$ cat src/rtl/cache_ctrl_pkg.sv
// cache_ctrl_pkg: shared FSM encodings and sizing helpers for the cache controller.
// Latency: n/a (definitions only).
// Backpressure: n/a.
package cache_ctrl_pkg;

  // Controller FSM encodings; kept as plain constants so legacy tooling can decode them.
  localparam logic [1:0] ST_IDLE      = 2'd0;
  localparam logic [1:0] ST_MEM_READ  = 2'd1;
  localparam logic [1:0] ST_MEM_WRITE = 2'd2;
  localparam logic [1:0] ST_RESP      = 2'd3;

  typedef logic [1:0] state_t;

  // Tag width left over once the line index has been taken from the word address.
  function automatic int tag_bits(input int depth, input int index_bits);
    return depth - index_bits;
  endfunction

endpackage

$ cat src/rtl/cache_ctrl_sat_counter.sv
// sat_counter: statistic counter that sticks at all-ones instead of wrapping.
// Latency: count reflects inc/clr one cycle after the sampling edge.
// Backpressure: none; clr wins over inc in the same cycle.
// Ports: clk, reset (async active-low), inc, clr -> count[CNT_WIDTH].
module sat_counter #(
  parameter int CNT_WIDTH = 16
) (
  input  logic                 clk,
  input  logic                 reset,
  input  logic                 inc,
  input  logic                 clr,
  output logic [CNT_WIDTH-1:0] count
);

  logic [CNT_WIDTH-1:0] count_q;
  logic [CNT_WIDTH-1:0] count_d;
  logic                 at_max;

  assign at_max = (count_q == {CNT_WIDTH{1'b1}});

  always_comb begin
    count_d = count_q;
    if (clr) begin
      count_d = '0;
    end else if (inc && !at_max) begin
      count_d = count_q + 1'b1;
    end
  end

  always_ff @(posedge clk or negedge reset) begin
    if (!reset) begin
      count_q <= '0;
    end else begin
      count_q <= count_d;
    end
  end

  assign count = count_q;

endmodule

$ cat src/rtl/cache_ctrl.sv
// cache_ctrl: direct-mapped, write-through, write-allocate cache in front of a single Ram.
// Latency: read hit 1 cycle, write 2 cycles, read miss 1 cycle after Ram read data is sampled.
// Backpressure: req_ready only in IDLE without flush; one request outstanding at a time.
// Ports: CPU side req_*/resp_*, flush, clear_stats, hit_count/miss_count;
//        Ram side mem_adress/mem_data_in/mem_write_enable/mem_read_enable out,
//        mem_data_out/mem_valid_out in. clk rising edge, reset async active-low.
module cache_ctrl
  import cache_ctrl_pkg::*;
#(
  parameter int WIDTH      = 32,
  parameter int DEPTH      = 4,
  parameter int INDEX_BITS = 2,
  parameter int CNT_WIDTH  = 16
) (
  input  logic                 clk,
  input  logic                 reset,
  // CPU request / response
  input  logic                 req_valid,
  input  logic                 req_write,
  input  logic [DEPTH-1:0]     req_addr,
  input  logic [WIDTH-1:0]     req_wdata,
  output logic                 req_ready,
  output logic                 resp_valid,
  output logic [WIDTH-1:0]     resp_rdata,
  output logic                 resp_hit,
  // maintenance and statistics
  input  logic                 flush,
  input  logic                 clear_stats,
  output logic [CNT_WIDTH-1:0] hit_count,
  output logic [CNT_WIDTH-1:0] miss_count,
  // Ram master port
  output logic [DEPTH-1:0]     mem_adress,
  output logic [WIDTH-1:0]     mem_data_in,
  output logic                 mem_write_enable,
  output logic                 mem_read_enable,
  input  logic [WIDTH-1:0]     mem_data_out,
  input  logic                 mem_valid_out
);

  localparam int TAG_W = tag_bits(DEPTH, INDEX_BITS);
  localparam int LINES = 1 << INDEX_BITS;

  // FSM and latched request
  state_t             state_q, state_d;
  logic [DEPTH-1:0]   addr_q;
  logic [WIDTH-1:0]   wdata_q;

  // Registered outputs
  logic               mem_re_q;
  logic               mem_we_q;
  logic               resp_valid_q;
  logic               resp_hit_q;
  logic [WIDTH-1:0]   resp_rdata_q;

  // Line array: one word per line
  logic [WIDTH-1:0]   line_data_q  [LINES];
  logic [TAG_W-1:0]   line_tag_q   [LINES];
  logic [LINES-1:0]   line_valid_q;

  // Request decode
  logic [INDEX_BITS-1:0] req_idx;
  logic [TAG_W-1:0]      req_tag;
  logic [INDEX_BITS-1:0] lat_idx;
  logic [TAG_W-1:0]      lat_tag;
  logic                  lookup_hit;
  logic                  accept;
  logic                  flush_now;
  logic                  fill;

  assign req_idx = req_addr[INDEX_BITS-1:0];
  assign req_tag = req_addr[DEPTH-1:INDEX_BITS];
  assign lat_idx = addr_q[INDEX_BITS-1:0];
  assign lat_tag = addr_q[DEPTH-1:INDEX_BITS];

  assign lookup_hit = line_valid_q[req_idx] && (line_tag_q[req_idx] == req_tag);

  // Only combinational output: the requester must see acceptance in the same cycle.
  assign req_ready = (state_q == ST_IDLE) && !flush;
  assign accept    = req_valid && req_ready;
  // Flush is honoured in IDLE only; while busy the requester keeps holding it.
  assign flush_now = (state_q == ST_IDLE) && flush;
  // Read data returned by the Ram while we are waiting for it.
  assign fill      = (state_q == ST_MEM_READ) && mem_valid_out;

  always_comb begin
    state_d = state_q;
    case (state_q)
      ST_IDLE: begin
        if (accept) begin
          if (req_write) begin
            state_d = ST_MEM_WRITE;
          end else if (lookup_hit) begin
            state_d = ST_RESP;
          end else begin
            state_d = ST_MEM_READ;
          end
        end
      end
      ST_MEM_READ: begin
        if (mem_valid_out) begin
          state_d = ST_RESP;
        end
      end
      ST_MEM_WRITE: state_d = ST_RESP;
      ST_RESP:      state_d = ST_IDLE;
      default:      state_d = ST_IDLE;
    endcase
  end

  // Control outputs are decoded from the next state so they are registered yet
  // line up with the state they belong to; the enables are mutually exclusive by
  // construction because the states are.
  always_ff @(posedge clk or negedge reset) begin
    if (!reset) begin
      state_q      <= ST_IDLE;
      addr_q       <= '0;
      wdata_q      <= '0;
      mem_re_q     <= 1'b0;
      mem_we_q     <= 1'b0;
      resp_valid_q <= 1'b0;
      resp_hit_q   <= 1'b0;
      resp_rdata_q <= '0;
    end else begin
      state_q      <= state_d;
      mem_re_q     <= (state_d == ST_MEM_READ);
      mem_we_q     <= (state_d == ST_MEM_WRITE);
      resp_valid_q <= (state_d == ST_RESP);

      if (accept) begin
        addr_q     <= req_addr;
        resp_hit_q <= lookup_hit;
        if (req_write) begin
          wdata_q <= req_wdata;
        end else if (lookup_hit) begin
          resp_rdata_q <= line_data_q[req_idx];
        end
      end

      if (fill) begin
        resp_rdata_q <= mem_data_out;
      end

      // Writes report zero data; loaded on the way into RESP so the previous
      // read data stays visible until this response.
      if (state_q == ST_MEM_WRITE) begin
        resp_rdata_q <= '0;
      end
    end
  end

  // Line array. Flush and accept are exclusive (req_ready is low during flush),
  // and a fill can only happen outside IDLE, so the branches never collide.
  always_ff @(posedge clk or negedge reset) begin
    if (!reset) begin
      line_valid_q <= '0;
      for (int i = 0; i < LINES; i++) begin
        line_data_q[i] <= '0;
        line_tag_q[i]  <= '0;
      end
    end else if (flush_now) begin
      line_valid_q <= '0;
    end else if (accept && req_write) begin
      // Write-allocate: the line takes the new word regardless of its old tag.
      line_data_q[req_idx]  <= req_wdata;
      line_tag_q[req_idx]   <= req_tag;
      line_valid_q[req_idx] <= 1'b1;
    end else if (fill) begin
      line_data_q[lat_idx]  <= mem_data_out;
      line_tag_q[lat_idx]   <= lat_tag;
      line_valid_q[lat_idx] <= 1'b1;
    end
  end

  // Both reads and writes are classified at the accept edge.
  sat_counter #(.CNT_WIDTH(CNT_WIDTH)) u_hit_cnt (
    .clk   (clk),
    .reset (reset),
    .inc   (accept && lookup_hit),
    .clr   (clear_stats),
    .count (hit_count)
  );

  sat_counter #(.CNT_WIDTH(CNT_WIDTH)) u_miss_cnt (
    .clk   (clk),
    .reset (reset),
    .inc   (accept && !lookup_hit),
    .clr   (clear_stats),
    .count (miss_count)
  );

  assign mem_adress       = addr_q;
  assign mem_data_in      = wdata_q;
  assign mem_read_enable  = mem_re_q;
  assign mem_write_enable = mem_we_q;
  assign resp_valid       = resp_valid_q;
  assign resp_hit         = resp_hit_q;
  assign resp_rdata       = resp_rdata_q;

endmodule
$ cat config.mk
export PLATFORM = sky130hd
export DESIGN_NAME = cache_ctrl
export DESIGN_NICKNAME = d
export VERILOG_FILES = /design/src/rtl/cache_ctrl_pkg.sv /design/src/rtl/cache_ctrl_sat_counter.sv /design/src/rtl/cache_ctrl.sv
export SDC_FILE = /design/constraint.sdc
export NUM_CORES = 1
export LEC_CHECK = 0
export CORE_MARGIN = 4
export CORE_UTILIZATION = 40
export DETAILED_ROUTE_END_ITERATION = 7
export PLACE_DENSITY_LB_ADDON = 0.2
export SLEW_MARGIN = 20
export SYNTH_ARGS = -nofsm -noshare
export SYNTH_HDL_FRONTEND = slang
export SYNTH_HIERARCHICAL = 1
export SYNTH_SLANG_ARGS = --single-unit
$ cat constraint.sdc
create_clock -name clk -period 3.6 [get_ports clk]
set_input_delay 0.72 -clock clk [delete_from_list [all_inputs] [get_ports clk]]
set_output_delay 0.72 -clock clk [all_outputs]
set_load 0.005 [all_outputs]
; ---- Yosys cells after proc, flatten, opt, wreduce, memory -nomap -nowiden
; Index checks and enable logic that the tools add are counted.
; Widths: inputs -> output; s select.
[classes]
addsub = 2
magnitude_cmp = 8
n_eq_ne = 10
n_mux = 45
bitwise = 5
n_reduce_logical = 28
[op_table]
columns = op, count
row1 = $mux 32, 9
row2 = $bwmux 128, 2
row3 = $mux 128, 2
row4 = $demux 32 s2, 2
row5 = $bmux 32 s2, 1
row6 = $mux 16, 4
row7 = $add 16x1->16 const B, 2
row8 = $eq 16x16->1 const B, 2
row9 = $bwmux 8, 2
row10 = $mux 2, 8
row11 = $mux 8, 2
row12 = $logic_and 1x1->1, 14
row13 = $mux 4, 3
row14 = $reduce_bool 3->1, 3
row15 = $demux 2 s2, 2
row16 = $eq 2x2->1 const B, 4
row17 = $or 4x4->4, 2
row18 = $pmux 2 s4, 1
row19 = $ge 3x3->1 const B, 2
row20 = $lt 2x3->1 const B, 2
row21 = $lt 3x1->1 const B, 2
row22 = $not 2->3, 2
row23 = $reduce_bool 2->1, 3
row24 = $bmux 2 s2, 1
row25 = other kinds (12), 21
[word_totals]
ff_bits = 246
inputBits = 75

; ---- Longest topological paths before layout
[depth]
depth_word = 11
ltp_mapped = 10

; ---- Hierarchy
; Netlist, hierarchy kept.
[by_module_without_submodules]
columns = module, instances, cells_per_inst, area_per_inst_um2, seq_area_each_um2
row1 = cache_ctrl, 1, 1046, 10562.6, 5355.1
row2 = sat_counter, 2, 103, 980.9, 400.4

; ---- Worst setup path before layout
; Ideal clock, no wire load.
[synth_path]
path_type = input to register
startpoint = in req_addr[0]
endpoint = reg u_miss_cnt.count_q[11], in the netlist u_miss_cnt/count[11]
setup_ns = 0.078
t_arrival_ns = 2.797
t_required_ns = 3.522
setup_slack_ns = 0.725
path_stages = 9
path_buffers = 1
cell_sequence = buf_6 -> mux4_2 -> xnor2_2 -> and2_1 -> nor2_1 -> and3_1 -> nand4_1 -> or4_1 -> a21oi_1
[synth_between]
elab_chain_len = 10
word_cells_on_any_way = 12
cone_classes = eq/ne (1) / mux (5) / bitwise (1) / reduce/logical (5)
[synth_rtl]
columns = item, line
row1 = "start, declared", cache_ctrl.sv:20  ; input logic [DEPTH-1:0] req_addr,
row2 = $not 2->3 (not written as such), cache_ctrl.sv:75  ; assign lookup_hit = line_valid_q[req_idx] && (line_tag_q[req_idx] == req_tag);
row3 = $bmux 2 s2, cache_ctrl.sv:75
row4 = $mux 2 (not written as such) (2 in a row), cache_ctrl.sv:75
row5 = $eq 2x2->1, cache_ctrl.sv:75
row6 = $logic_and 1x1->1 (*), cache_ctrl.sv:75
row7 = $logic_not 1->1 (*), cache_ctrl.sv:186  ; .inc (accept && !lookup_hit),
row8 = $logic_and 1x1->1 (*), cache_ctrl.sv:186
row9 = $logic_and 1x1->1 (*), cache_ctrl_sat_counter.sv:25  ; end else if (inc && !at_max) begin
row10 = $reduce_bool 2->1 (no line) (*), -
row11 = "end signal, assigned", cache_ctrl_sat_counter.sv:34  ; count_q <= count_d;
row12 = "end, declared", cache_ctrl_sat_counter.sv:15  ; logic [CNT_WIDTH-1:0] count_q;
; Mark *: on every way between the ends. The rest lies on a longest branch, timed or not. The select of a mux whose other input is x is not followed.
; A chain may end at the register's enable or synchronous reset.

; ---- Final worst setup path
[layout_path]
startpoint = in req_addr[3]
endpoint = reg u_miss_cnt.count_q[11], in the netlist u_miss_cnt/count[11]
[layout_between]
elab_chain_len = 6
[layout_rtl]
columns = item, line
row1 = $eq 2x2->1, cache_ctrl.sv:75
row2 = $logic_and 1x1->1, cache_ctrl.sv:75
row3 = $logic_not 1->1, cache_ctrl.sv:186
row4 = $logic_and 1x1->1, cache_ctrl.sv:186
row5 = $logic_and 1x1->1, cache_ctrl_sat_counter.sv:25
row6 = $reduce_bool 2->1 (no line), -
; Every way passes these cells.

==> flow_summary.ini <==
[logic_synthesis]
synth.avg_cell_area_um2 = 10.00
yosys.area.top_type = dfrtp_1
synthCells = 1252
synth_top_area_share_pct = 49.15
ys_types = 56
synth_most_common_cell = nand2_1
synth_area_leaders = dfrtp_1 (49%), nand2_1 (7.7%), o22a_1 (7.3%), mux4_2 (5.9%), o21ai_0 (4.2%)
synthesis.area_um2 = 12520
synth_nets = 1329
synth_seq_cells = 246
ys.flop_type = dfrtp_1
seq_area_frac_synth_pct = 49.15
synth_edf_count = 0
synth_commonest_cells = nand2_1 (256), dfrtp_1 (246), o22a_1 (105), o21ai_0 (104), nor2_1 (95)
async_reset_ff_share_pct = 100.0
synth.yosys.warnings = 6

[power]
p_sw_mw = 3.831
p_seq_share_pct = 39.0
ir_drop_mv = 0.3517
p_leak_nw = 6.661
pwr-share-clk_pct = 24.4
comb_power_share_pct = 36.6
p_sw_share_pct = 33.16
internal_power_mw = 7.722
power_density_nw_per_um2 = 739.7

[global_routing]
grt_overflow = 0
grt_use_total_pct = 22.03
grt_pass1_vias = 10580
grt_pass1_wl_um = 60640
antenna_found_initial = 0
grt_max_degree = 82

[die]
die-area_um2 = 34210
dieHeight_um = 185.0
initial_core_util_pct = 40.73
io_pins = 180
core_um2 = 30750
rows = 64
die_w_um = 185.0

[setup_path]
reg2reg_setup_slack_ns = 0.92
crit_slowest_cell = clkdlybuf4s50_1
r2r_end = u_miss_cnt/count[11]$_DFFE_PN0P_
worstSetupPathType = in -> reg
ff2ff_path_depth = 8
slowest_delay_ns = 0.53
r2r_start = line_tag_q[0]$_DFFE_PN0P_
cp.depth = 9
cp_cell_sequence = clkdlybuf4s50_1 > xnor2_1 > o32ai_2 > and2_1 > nor2_1 > and3_1 > nand4_1 > or4_1 > a21oi_1
cp-startpoint = req_addr[3]
path_max_fanout = 7
cp_top_family = simple AND/OR/NAND/NOR gates
start_kind = input pin
worstPathArrival_ns = 3.20
critPathBufInv = 1
crit_path_end_kind = register
crit_required_ns = 4.05

[place]
gp_congestion = 0.7810
dp_hpwl_um = 23640
numPortBuffers = 179

[sta]
slew_viol_final = 0
relSlewSlack_pct = 33.93
tightest_slew_ns = 0.9911
tns_ns = 0
rsz0062_at_grt = false
max_clock_freq_mhz = 363.7
skew_ns = 0.01037
finalCritPeriodShare_pct = 76.38
hold_viol_final = 0
setup_viol = 0
fin_crit_ns = 2.750
hold_ws_ns = 0.2059

[detailed_routing]
drt_iter0_markers = 856
vias = 10570
wirelength_met1_um = 18010
route.detailed.drc = 0
wl_met3_um = 2391
ant_nets = 0
first_pass_iters = 5
wl_um = 38290
via_per_inst = 5.872
post_drt_wl_per_cell_um = 21.27
routed.top_layer = met4
met2_length_um = 17280

[cts]
post_cts_buffers = 0
cts_buffers = 27
clk_latency_ns = 0.53
cts_sinks = 246
cts_tree = built
hold_buffers = 0
ctsRootBufferMaster = clkbuf_16
path_clk_slew_ns = 0.06
cts_buffer_depth = 3
cts_resized = 0
htree_levels = 1

[final_layout]
syn2layout_area_growth_pct = 24.71
layout-drive-gt1-share_pct = 11.18
diodes = 0
fin_nets = 1461

[hold_path]
holdCritPathClass = in -> async

[run]
maxCapViolCount = 0

[outcome]
status = completed
logic make-up (layout without fill, tap and decap cells):
kind of cell             Yosys count  count (layout)  synth area share, %
multiplexers                      63              63                8.581
adder cells (fa/ha/maj)            2               2               0.1998
XOR/XNOR                           3               3               0.2698
AND/OR/NAND/NOR                  443             443                15.62
AO/OA/AOI/OAI                    377             377                22.00
flip-flops                       246             246                49.15
buffers and inverters            118             270                4.176
metal layers:
metal	global-route usage, %	vias up
met5	0	-
met4	4.668	0
met3	2.907	49
met2	34.18	353
met1	33.34	5349
li1	-	4819
area by class of cell:
| class | instances | area [um2] |
|---|---|---|
| clock buffer | 39 | 800.8 |
| timing repair buffer | 215 | 2160 |
| multi-input combinational | 888 | 5882 |
| sequential | 246 | 6156 |
| fill | 2900 | 15130 |
| tap | 396 | 495.5 |
| inverter | 6 | 22.52 |
| clock inverter | 10 | 102.6 |
placed cells by master, fill, tap and decap left out, drive strengths merged, types with 10 or more instances in the layout:
cell           synthesis  final
o21a                  32     32
mux4                  33     33
nor3                  10     10
clkbuf                78     39
nand2                256    256
o211a                 32     32
o21ai                104    104
nor2                  95     95
mux2                  25     25
nor2b                 21     21
o22a                 105    105
a21oi                 15     15
nand2b                11     11
buf                   34     39
o22ai                 32     32
dfrtp                246    246
o221ai                32     32
clkdlybuf4s50          0    176
flip-flops by register name, summed over array words and instances (netlist names):
signal	count
line_valid_q	4
mem_adress	4
resp_hit	1
u_miss_cnt/count	16
resp_rdata	32
resp_valid	1
u_hit_cnt/count	16
state_q	2
line_tag_q	8
mem_read_enable	1
mem_data_in	32
line_data_q	128
mem_write_enable	1
power groups by stage:
stage                     Combinational [mW]  Sequential, mW  Clock (mW)
after global placement                  4.15            4.51           0
after detailed placement                4.23            4.54           0
after CTS                               4.24            4.51        2.88
final                                   4.22            4.51        2.82
after floorplan                         2.50            4.39           0
after global routing                    4.62            4.64        2.99
per-stage QoR:
stage	total power, mW	setup slack, ns	instances	util [%]	instance area [um2]
after floorplan	6.894	0.7252	1252	-	12520
after global placement	8.659	0.3861	1751	47.86	14720
after detailed placement	8.762	0.3220	1751	47.86	14720
after CTS	11.62	0.8622	1800	50.79	15620
after global routing	12.24	0.6554	1800	50.79	15620
final	11.55	0.8504	1800	50.79	15620
worst register-to-register path, stage by stage (launching register included):
cell and delay, ns:
dfrtp_1 0.40, mux4_2 0.51, xnor2_2 0.17, and2_1 0.16, nor2_1 0.36, and3_1 0.31, nand4_1 0.13, or4_1 0.41
a21oi_1 0.16
worst max-delay path by stage:
stage,end,slack [ns]
finish,u_miss_cnt/count[11]$_DFFE_PN0P_,0.85
global route,u_miss_cnt/count[10]$_DFFE_PN0P_,0.66
CTS,u_miss_cnt/count[10]$_DFFE_PN0P_,0.86
detailed placement,u_miss_cnt/count[10]$_DFFE_PN0P_,0.32
global placement,u_miss_cnt/count[11]$_DFFE_PN0P_,0.39
floorplan,u_miss_cnt/count[11]$_DFFE_PN0P_,0.73
Note: power is estimated with default switching activity, not from simulation.
==> RTL edit (config.mk and constraints unchanged) <==
Make the reset (`reset`) synchronous in 3 clocked blocks. Comments in the files are not updated.
--- a/src/rtl/cache_ctrl_sat_counter.sv
+++ b/src/rtl/cache_ctrl_sat_counter.sv
@@ -28,5 +28,5 @@
   end
 
-  always_ff @(posedge clk or negedge reset) begin
+  always_ff @(posedge clk) begin
     if (!reset) begin
       count_q <= '0;
--- a/src/rtl/cache_ctrl.sv
+++ b/src/rtl/cache_ctrl.sv
@@ -111,5 +111,5 @@
   // line up with the state they belong to; the enables are mutually exclusive by
   // construction because the states are.
-  always_ff @(posedge clk or negedge reset) begin
+  always_ff @(posedge clk) begin
     if (!reset) begin
       state_q      <= ST_IDLE;
@@ -151,5 +151,5 @@
   // Line array. Flush and accept are exclusive (req_ready is low during flush),
   // and a fill can only happen outside IDLE, so the branches never collide.
-  always_ff @(posedge clk or negedge reset) begin
+  always_ff @(posedge clk) begin
     if (!reset) begin
       line_valid_q <= '0;
Check against the original RTL: differs if reset is asserted again (counterexample within 4 cycles, from zero or initial values and one cycle with reset low); with reset held inactive, the same outputs for 4 cycles.
==> RTL edit against the original RTL <==
- critical path depth did not move
- critical path type unchanged
- sequential cell count did not move
- design area fell by 10%
- hold slack improved by 260 ps
- first-iteration DRC count fell by 15%
- sequential share of layout area rose by 5.5 points
- count of clock-buffer cells in the layout fell by 5
- global-route usage fell by 2.6 points
- worst setup slack got worse by 120 ps
- synthesized area fell by 13%
- wire length fell by 22%
- highest routed layer unchanged
Power is not compared: it rests on default switching activity, and its combinational part moved more than twofold at a synthesized area within 25%.
==> RTL edit: results (changes against the original RTL) <==
[metrics] Worst R2R Start: line_tag_q[3][1]$_DFFE_PP_ (was line_tag_q[0]$_DFFE_PN0P_)
[metrics] commonest register cell after synthesis: edfxtp_1 (was dfrtp_1)
[metrics] largest net degree at the start of global routing: 53 (was 82)
[metrics] ranking of synthesized cells by area: edfxtp_1 38%, dfxtp_1 20%, mux4_2 6.8% (was dfrtp_1 49%, nand2_1 7.7%, o22a_1 7.3%)
[metrics] Avg Inst Size Synth: 11.4 sq um (was 10.0 sq um)
[metrics] sequential cell area fraction in the yosys report: 0.578 (was 0.492)
[metrics] Critical Path Source: req_addr[0] (was req_addr[3])
[metrics] Inst Count DP: 1,441 (was 1,751)
[metrics] Post-synth EDFFs: 136 (was 0)
[metrics] number of global-route vias before repair: 8,299 (was 10,600)
[metrics] first-pass GRT wire length: 47,400 um (was 60,600 um)
[metrics] Max stage delay cell, worst path: mux4_2 (was clkdlybuf4s50_1)
[metrics] class of the tightest hold or removal check: register to register (was primary input to async pin)
[metrics] final routed wirelength across all metal layers: 30,000 um (was 38,300 um)
[metrics] post-synthesis async set-or-reset flop share: 0 (was 1.00)
[metrics] number of iterations in the first detailed-routing pass: 6 (was 5)
[metrics] RD Place Congestion: 0.774 (was 0.781)
[metrics] outcome: complete, no violations (unchanged)
[metrics] length of routed wiring on met1: 13,000 um (was 18,000 um)
[metrics] arrival time reported for the critical path endpoint: 3330 ps (was 3200 ps)
[metrics] violation count after the first detailed-route iteration: 728 (was 856)
[metrics] Final Skew: 13.1 ps (was 10.4 ps)
[metrics] commonest cells in the netlist: 136 x edfxtp_1, 110 x dfxtp_1, 105 x nand2_1 (was 256 x nand2_1, 246 x dfrtp_1, 105 x o22a_1)
[metrics] Nets: 1,210 (was 1,461)
[metrics] number of nets in the synthesized netlist: 1,036 (was 1,329)
[metrics] number of antenna violations at the first check in global routing: 1 (was 0)
[metrics] DR WL met3: 1780 um (was 2390 um)
[metrics] Cell variety after synth: 55 (was 56)
[metrics] Final Non-Filler Cells: 1,491 (was 1,800)
[metrics] ratio of cells with drive above 1 in the final layout: 0.147 (was 0.112)
[metrics] Tot GR Track Use: 0.195 (was 0.220)
[metrics] maximum fanout count along the critical path: 5 (was 7)
-- RTL edit: cell count changes in the layout (fill, tap and decap cells not counted), sizes merged, moves of 57 or more --
cell and delta:
nand2 -151, o22a -104, o21ai -57, edfxtp +136
dfrtp -246, dfxtp +110, a22oi +67
-- RTL edit: cells by family after synthesis --
| family | count (synthesis) | share of synthesized area |
|---|---|---|
| multiplexers | 43 | 0.0779 |
| adder cells (fa/ha/maj) | 6 | 0.00691 |
| buffers and inverters | 106 | 0.0411 |
| AND/OR/NAND/NOR | 314 | 0.142 |
| AO/OA/AOI/OAI | 235 | 0.150 |
| flip-flops | 246 | 0.578 |
| XOR/XNOR | 5 | 0.00403 |
-- RTL edit: path summary, 6_finish.rpt --
kind,depth (start not counted),slack (ps),end
setup / recovery,9,730,u_hit_cnt/count[9]$_SDFFE_PP0P_
hold / removal,2,460,mem_data_in[14]$_SDFFE_PN0P_
setup reg to reg,8,750,u_hit_cnt/count[9]$_SDFFE_PP0P_
hold reg to reg,2,460,mem_data_in[14]$_SDFFE_PN0P_
-- RTL edit: layer usage --
metal	up-vias	GRT usage
li1	3880	-
met1	4112	0.254
met2	243	0.336
met3	44	0.0389
met4	0	0.0449
met5	-	0
-- RTL edit: cell type report --
type,count,area (sq um)
fill,2399,12900
sequential,246,6290
multi-input combinational,603,4180
timing repair buffer,211,2070
clock buffer,34,702
tap,341,427
clock inverter,16,183
inverter,40,150
-- RTL edit: where the power goes --
group          switching, mW  internal (mW)  leakage [nW]
sequential            0.0888           3.18          2.30
combinational          0.615          0.518          2.22
clock                   1.13           1.67         0.434
-- RTL edit: per-stage QoR --
stage | cell area, sq um | hold slack (ps) | worst slack (ps) | util | total power, mW
floorplan | 10900 | 460 | 184 | - | 3.90
global placement | 13100 | 453 | 281 | 0.488 | 4.46
detailed placement | 13100 | 460 | 224 | 0.488 | 4.47
CTS | 14000 | 466 | 778 | 0.521 | 7.26
global route | 14000 | 481 | 560 | 0.521 | 7.49
finish | 14000 | 463 | 731 | 0.521 | 7.20
-- RTL edit: worst reg2reg max path: cells and delay by family (launching register included) --
family	cells	cell delay, ps
muxes	1	480
xor gates and xnor gates	1	410
and+or+nand+nor	5	1390
DFF	1	360
AOI/OAI and AO/OA	1	150
